**config.mk**
```make
export PLATFORM = sky130hd
export DESIGN_NAME = io_bus_ctrl_flat
export DESIGN_NICKNAME = d
export VERILOG_FILES = /design/src/rtl/io_bus_ctrl_if.sv /design/src/rtl/io_bus_ctrl.sv /design/src/flat_wrapper.sv
export SDC_FILE = /design/constraint.sdc
export NUM_CORES = 1
export LEC_CHECK = 0
export CORE_MARGIN = 2
export CORE_UTILIZATION = 41
export CTS_BUF_LIST = sky130_fd_sc_hd__clkbuf_4
export CTS_CLUSTER_SIZE = 24
export DETAILED_ROUTE_END_ITERATION = 8
export MAX_ROUTING_LAYER = met4
export PLACE_DENSITY = 0.83
export REMOVE_ABC_BUFFERS = 1
export SYNTH_ARGS = -nofsm -noshare
export SYNTH_HDL_FRONTEND = slang
export SYNTH_SLANG_ARGS = --single-unit
export TNS_END_PERCENT = 20
```
**constraint.sdc**
```tcl
create_clock -name clock -period 2.8 [get_ports clock]
set_input_delay 0.28 -clock clock [delete_from_list [all_inputs] [get_ports clock]]
set_output_delay 0.28 -clock clock [all_outputs]
set_load 0.1 [all_outputs]
```
**src/rtl/io_bus_ctrl_if.sv**
```systemverilog
// io_bus_ctrl_if: CPU data-memory side bus as seen by the IO controller.
// The CPU side drives the access strobes, address, store data and the data
// memory read word; the controller returns the muxed load result.
interface io_bus_ctrl_if;
  logic        io_read;
  logic        io_write;
  logic [31:0] addr;
  logic [31:0] wdata;
  logic [31:0] mem_rdata;
  logic [31:0] rdata;

  modport master (
    output io_read,
    output io_write,
    output addr,
    output wdata,
    output mem_rdata,
    input  rdata
  );

  modport slave (
    input  io_read,
    input  io_write,
    input  addr,
    input  wdata,
    input  mem_rdata,
    output rdata
  );
endinterface

```
**src/rtl/io_bus_ctrl.sv**
```systemverilog
// io_bus_ctrl: memory-mapped IO controller beside data memory.
// NUM_CH latched switch channels with new-data flags (clear-on-read),
// a test-switch readback, an LED register and a combinational load mux.
// Optional feature macro: IO_DEBOUNCE_EN (per-channel enter debouncers).
//
// Bus semantics: io_read and io_write are single-cycle qualifiers with no
// backpressure. A load is answered in the same cycle on rdata; any side
// effect (flag clear) and any store take effect at the rising edge where
// the qualifier is high. The two are never asserted together.
module io_bus_ctrl #(
  parameter int unsigned NUM_CH    = 2,
  parameter int unsigned IN_W      = 8,
  parameter int unsigned LED_W     = 24,
  parameter int unsigned TEST_W    = 3,
  parameter logic [31:0] IO_BASE   = 32'hFFFF_FC00,
  parameter int unsigned DB_CYCLES = 1_000_000
) (
  input  logic               clock,
  input  logic               rst_n,
  io_bus_ctrl_if.slave       bus,
  input  logic [IN_W-1:0]    sw_in,
  input  logic [NUM_CH-1:0]  enter,
  input  logic [TEST_W-1:0]  test_in,
  output logic [LED_W-1:0]   led_out,
  output logic [NUM_CH-1:0]  new_flags
);

  localparam logic [31:0] TEST_ADDR   = IO_BASE + 32'h20;
  localparam logic [31:0] STATUS_ADDR = IO_BASE + 32'h24;
  localparam logic [31:0] LED_ADDR    = IO_BASE + 32'h30;

  logic [IN_W-1:0]   sw_s1, sw_s2;
  logic [TEST_W-1:0] test_s1, test_s2;
  logic [NUM_CH-1:0] en_s1, en_s2;
  logic [NUM_CH-1:0] en_cond;
  logic [NUM_CH-1:0] en_prev;
  logic [NUM_CH-1:0] en_rise;
  logic [NUM_CH-1:0] rd_ch;
  logic [IN_W-1:0]   ch_data [NUM_CH];
  logic [LED_W-1:0]  led_reg;
  logic [31:0]       rdata_mux;
  logic              unused_bits;

  // Two-flop synchronisers for every board input.
  always_ff @(posedge clock or negedge rst_n) begin
    if (!rst_n) begin
      sw_s1   <= '0;
      sw_s2   <= '0;
      test_s1 <= '0;
      test_s2 <= '0;
      en_s1   <= '0;
      en_s2   <= '0;
    end else begin
      sw_s1   <= sw_in;
      sw_s2   <= sw_s1;
      test_s1 <= test_in;
      test_s2 <= test_s1;
      en_s1   <= enter;
      en_s2   <= en_s1;
    end
  end

`ifdef IO_DEBOUNCE_EN
  localparam int unsigned CNT_W = (DB_CYCLES > 1) ? $clog2(DB_CYCLES) : 1;

  logic [CNT_W-1:0]  db_cnt [NUM_CH];
  logic [NUM_CH-1:0] db_level;

  // Debouncer: the level follows the synchronised button only after it has
  // disagreed for DB_CYCLES consecutive edges; any agreeing cycle restarts.
  always_ff @(posedge clock or negedge rst_n) begin
    if (!rst_n) begin
      db_level <= '0;
      for (int k = 0; k < int'(NUM_CH); k++) db_cnt[k] <= '0;
    end else begin
      for (int k = 0; k < int'(NUM_CH); k++) begin
        if (en_s2[k] != db_level[k]) begin
          if (db_cnt[k] == CNT_W'(DB_CYCLES - 1)) begin
            db_level[k] <= en_s2[k];
            db_cnt[k]   <= '0;
          end else begin
            db_cnt[k] <= db_cnt[k] + CNT_W'(1);
          end
        end else begin
          db_cnt[k] <= '0;
        end
      end
    end
  end

  assign en_cond     = db_level;
  assign unused_bits = ^bus.wdata;
`else
  assign en_cond     = en_s2;
  // DB_CYCLES has no meaning without debouncers.
  assign unused_bits = (^bus.wdata) ^ (DB_CYCLES == 0);
`endif

  assign en_rise = en_cond & ~en_prev;

  // Which channel data register a load is targeting this cycle.
  always_comb begin
    rd_ch = '0;
    for (int k = 0; k < int'(NUM_CH); k++) begin
      rd_ch[k] = bus.io_read && (bus.addr == IO_BASE + 32'(4 * k));
    end
  end

  // Edge detect, channel latch and new-data flags; a set beats a same-edge clear.
  always_ff @(posedge clock or negedge rst_n) begin
    if (!rst_n) begin
      en_prev   <= '0;
      new_flags <= '0;
      for (int k = 0; k < int'(NUM_CH); k++) ch_data[k] <= '0;
    end else begin
      en_prev <= en_cond;
      for (int k = 0; k < int'(NUM_CH); k++) begin
        if (en_rise[k]) begin
          ch_data[k]   <= sw_s2;
          new_flags[k] <= 1'b1;
        end else if (rd_ch[k]) begin
          new_flags[k] <= 1'b0;
        end
      end
    end
  end

  // LED register: only a store to the LED address changes it.
  always_ff @(posedge clock or negedge rst_n) begin
    if (!rst_n) begin
      led_reg <= '0;
    end else if (bus.io_write && (bus.addr == LED_ADDR)) begin
      led_reg <= bus.wdata[LED_W-1:0];
    end
  end

  assign led_out = led_reg;

  // Load mux: mapped IO registers override data memory only on an IO load.
  always_comb begin
    rdata_mux = bus.mem_rdata;
    if (bus.io_read) begin
      for (int k = 0; k < int'(NUM_CH); k++) begin
        if (rd_ch[k]) begin
          rdata_mux             = '0;
          rdata_mux[IN_W-1:0]   = ch_data[k];
        end
      end
      if (bus.addr == TEST_ADDR) begin
        rdata_mux             = '0;
        rdata_mux[TEST_W-1:0] = test_s2;
      end
      if (bus.addr == STATUS_ADDR) begin
        rdata_mux             = '0;
        rdata_mux[NUM_CH-1:0] = new_flags;
      end
      if (bus.addr == LED_ADDR) begin
        rdata_mux            = '0;
        rdata_mux[LED_W-1:0] = led_reg;
      end
    end
  end

  assign bus.rdata = rdata_mux;

endmodule

```
**src/flat_wrapper.sv**
```systemverilog
// flat-port wrapper written by rule: the top's interface ports become plain ports
module io_bus_ctrl_flat 
#(
  parameter int unsigned NUM_CH    = 2,
  parameter int unsigned IN_W      = 8,
  parameter int unsigned LED_W     = 24,
  parameter int unsigned TEST_W    = 3,
  parameter logic [31:0] IO_BASE   = 32'hFFFF_FC00,
  parameter int unsigned DB_CYCLES = 1_000_000
)
  (clock, rst_n, sw_in, enter, test_in, led_out, new_flags, bus_io_read, bus_io_write, bus_addr, bus_wdata, bus_mem_rdata, bus_rdata);
  io_bus_ctrl_if bus_i ();
  input  logic clock;
  input  logic rst_n;
  input  logic [IN_W-1:0] sw_in;
  input  logic [NUM_CH-1:0] enter;
  input  logic [TEST_W-1:0] test_in;
  output logic [LED_W-1:0] led_out;
  output logic [NUM_CH-1:0] new_flags;
  input wire logic [$bits(bus_i.io_read)-1:0] bus_io_read;
  input wire logic [$bits(bus_i.io_write)-1:0] bus_io_write;
  input wire logic [$bits(bus_i.addr)-1:0] bus_addr;
  input wire logic [$bits(bus_i.wdata)-1:0] bus_wdata;
  input wire logic [$bits(bus_i.mem_rdata)-1:0] bus_mem_rdata;
  output wire logic [$bits(bus_i.rdata)-1:0] bus_rdata;
  assign bus_i.io_read = bus_io_read;
  assign bus_i.io_write = bus_io_write;
  assign bus_i.addr = bus_addr;
  assign bus_i.wdata = bus_wdata;
  assign bus_i.mem_rdata = bus_mem_rdata;
  assign bus_rdata = bus_i.rdata;
  io_bus_ctrl #(.NUM_CH(NUM_CH), .IN_W(IN_W), .LED_W(LED_W), .TEST_W(TEST_W), .IO_BASE(IO_BASE), .DB_CYCLES(DB_CYCLES)) u_core (.clock(clock), .rst_n(rst_n), .bus(bus_i), .sw_in(sw_in), .enter(enter), .test_in(test_in), .led_out(led_out), .new_flags(new_flags));
endmodule
```
==> metrics <==
run status complete, no violations; Post-synth EDFFs 0; Final setup viols 0; HP Class primary input to asynchronous set/reset pin; DR iter-0 viols 160; htree depth 3; drt pass-1 iters 4; Clock Path Buffers 2; Synth Register Bits 70; fin area between 5000 and 6000 um^2; fin crit share 98.9%; Max Cap Violations 0; initial antenna violation count 0; crit path launch type primary input; worst-margin pin slew 894 ps; Crit Path Category primary input to primary output; DP Wirelength 7.26 mm; WL final 9.58 mm; total core area approximately 7600 um^2; CP Capture Type primary output; Final Hold Fails 0; area of the mapped netlist around 3200 um^2; via/cell ratio 5.04; row count 32; grt total ovfl 0; asr flop ratio synth 100%; Sw Ratio between 20% and 30%; Gate Count Post-Synth about 270; Die Span Y between 90 and 100 um; CP required 2520 ps; CTS root buf clkbuf_4; crit path time final 2770 ps; initial core utilization about two fifths; CTS Sinks 70; WL per Instance between 15 and 20 um; Synth cell types 40; combinational share of power 25.3%; vias in the first global route 2791; Mapped Avg Cell Area 11.7 um^2; fmax 361 MHz; yosys warns 0; GP Congestion roughly 0.83; Synth top cells by count dfrtp_1, mux2_2, nand2_1; pin count of the biggest net entering global routing approximately 70; share of the synthesized area in the top cell type 54.6%; die width ~92 um; Area contributors post-synth dfrtp_1, mux2_2, mux2i_1; P&R area growth vs syn 69.9%; switching power 0.670 mW; VDD IR max roughly 300 uV; Worst-path clk slew 100 ps; Final Max Slew Viols 0; count leader, synth dfrtp_1; register share of total power 47.7%; share of cells above drive strength 1 33.0%; Ant. Diodes 0; first-pass GRT wire length 14.5 mm; total CTS buffers 9; # IOs 171; die area 8540 um^2; Worst Path Arrival 2490 ps; sequential-to-total area share from yosys stat 54.6%; Place WS -396 ps; cell internal pwr around 1.6 mW; DP Area 5270 um^2; Worst slew margin 40.3%; hold-fix buffers at CTS 0; leakage power 2.53 nW; CTS tree built; vias 2810; GR Util All Layers a little under a quarter; final setup skew 17.6 ps; layout net count roughly 560; dominant cell type by area after synthesis dfrtp_1; top_reg_cell synth dfrtp_1; Pwr per Cell Area 419 nW/um^2; ANT nets after route 0; Remaining DRCs 0; worst skew pair latency 400 ps; Final WS setup 30.3 ps; critical-path maximum fanout 4; Clock Power Share 27.0%; Port Buffers 162
-- cell families after synthesis --
group	Yosys count	share of synthesized area (%)
flip-flops	70	54.6
multiplexers	49	16.9
AND/OR/NAND/NOR	79	14.8
AO/OA/AOI/OAI	41	8.20
buffers and inverters	35	5.46
-- repair_timing --
item / in CTS / in global routing
endpoints found under the setup margin: 32 / 21
gates resized for setup: 20 / 16
pin swaps: 7 / 2
gates cloned: 0 / 1
buffers inserted: 0 / 1
-- cell usage in the layout (no fill, tap or decap), drive strengths merged, types with 7 or more instances in the layout --
cell type,instances
mux2i,9
nor2,7
mux2,40
o21ai,17
dlygate4sd2,8
dlymetal6s2s,7
nand4,9
clkbuf,13
nor2b,10
dfrtp,70
inv,19
buf,78
clkdlybuf4s50,84
nand2,22
-- worst paths after layout --
kind	startpoint	to	slack (ps)	cells past startpoint
max	bus_addr[3]	bus_rdata[4]	30	9
min	rst_n	u_core.led_out[8]$_DFFE_PN0P_	60	2
max reg2reg	u_core.en_cond[1]$_DFF_PN0_	u_core.ch_data[4]$_DFFE_PN0P_	1190	2
min reg2reg	u_core.sw_s1[4]$_DFF_PN0_	u_core.sw_s2[4]$_DFF_PN0_	340	0
max in group asynchronous	rst_n	u_core.led_out[13]$_DFFE_PN0P_	2180	2
min in group clock	enter[0]	u_core.en_s1[0]$_DFF_PN0_	310	1
-- final cells by class --
type                            instances  area (um^2)
Clock buffer                           10         75.1
Clock inverter                          6         52.6
Fill cell                             549         2200
Inverter                               19         71.3
Multi-Input combinational cell        169         1300
Sequential cell                        70         1750
Tap cell                              102          128
Timing Repair Buffer                  181         2070
-- sequential cells by signal, indices dropped and copies added (netlist names) --
signal	flops
u_core.en_s1	2
u_core.led_out	24
u_core.test_s2	3
u_core.en_cond	2
u_core.ch_data	16
u_core.new_flags	2
u_core.sw_s2	8
u_core.sw_s1	8
u_core.test_s1	3
u_core.en_prev	2
-- stage by stage --
step | utilization, % | cells | hold WS, ps | power [mW] | TNS (ps)
after global placement | 68.9 | 539 | 332 | 1.68 | -12600
after CTS | 70.4 | 555 | 68.5 | 2.30 | 0
after global routing | 71.2 | 557 | 116 | 2.38 | -25.2
after detailed placement | 68.9 | 539 | 336 | 1.69 | -12670
after floorplan | - | 258 | -15.6 | 1.37 | -15580
final | 71.2 | 557 | 58.1 | 2.28 | 0
-- metal layers --
| layer | routed length [um] | vias up | global-route usage (%) | share of wire [%] |
|---|---|---|---|---|
| li1 | - | 1326 | - | - |
| met4 | 229 | 0 | 10.6 | 2.4 |
| met1 | 3830 | 1346 | 27.6 | 40 |
| met5 | 0 | - | - | 0 |
| met3 | 650 | 16 | 5.13 | 6.8 |
| met2 | 4860 | 122 | 36.6 | 51 |
-- worst max-delay path, stage by stage --
cell,delay (ps)
buf_2,100
or4b_4,530
or4_4,450
buf_6,150
nor2_1,80
nand4_1,150
buf_4,190
a221o_2,370
buf_12,180
-- power by group through the flow --
stage | Combinational [mW] | Sequential (mW) | Clock [mW]
6_report | 0.576 | 1.09 | 0.616
3_5_place_dp | 0.582 | 1.11 | 0
3_3_place_gp | 0.572 | 1.11 | 0
2_1_floorplan | 0.272 | 1.10 | 0
4_1_cts | 0.578 | 1.09 | 0.631
5_1_grt | 0.603 | 1.09 | 0.678
No activity file was read; power rests on OpenSTA's default activity.
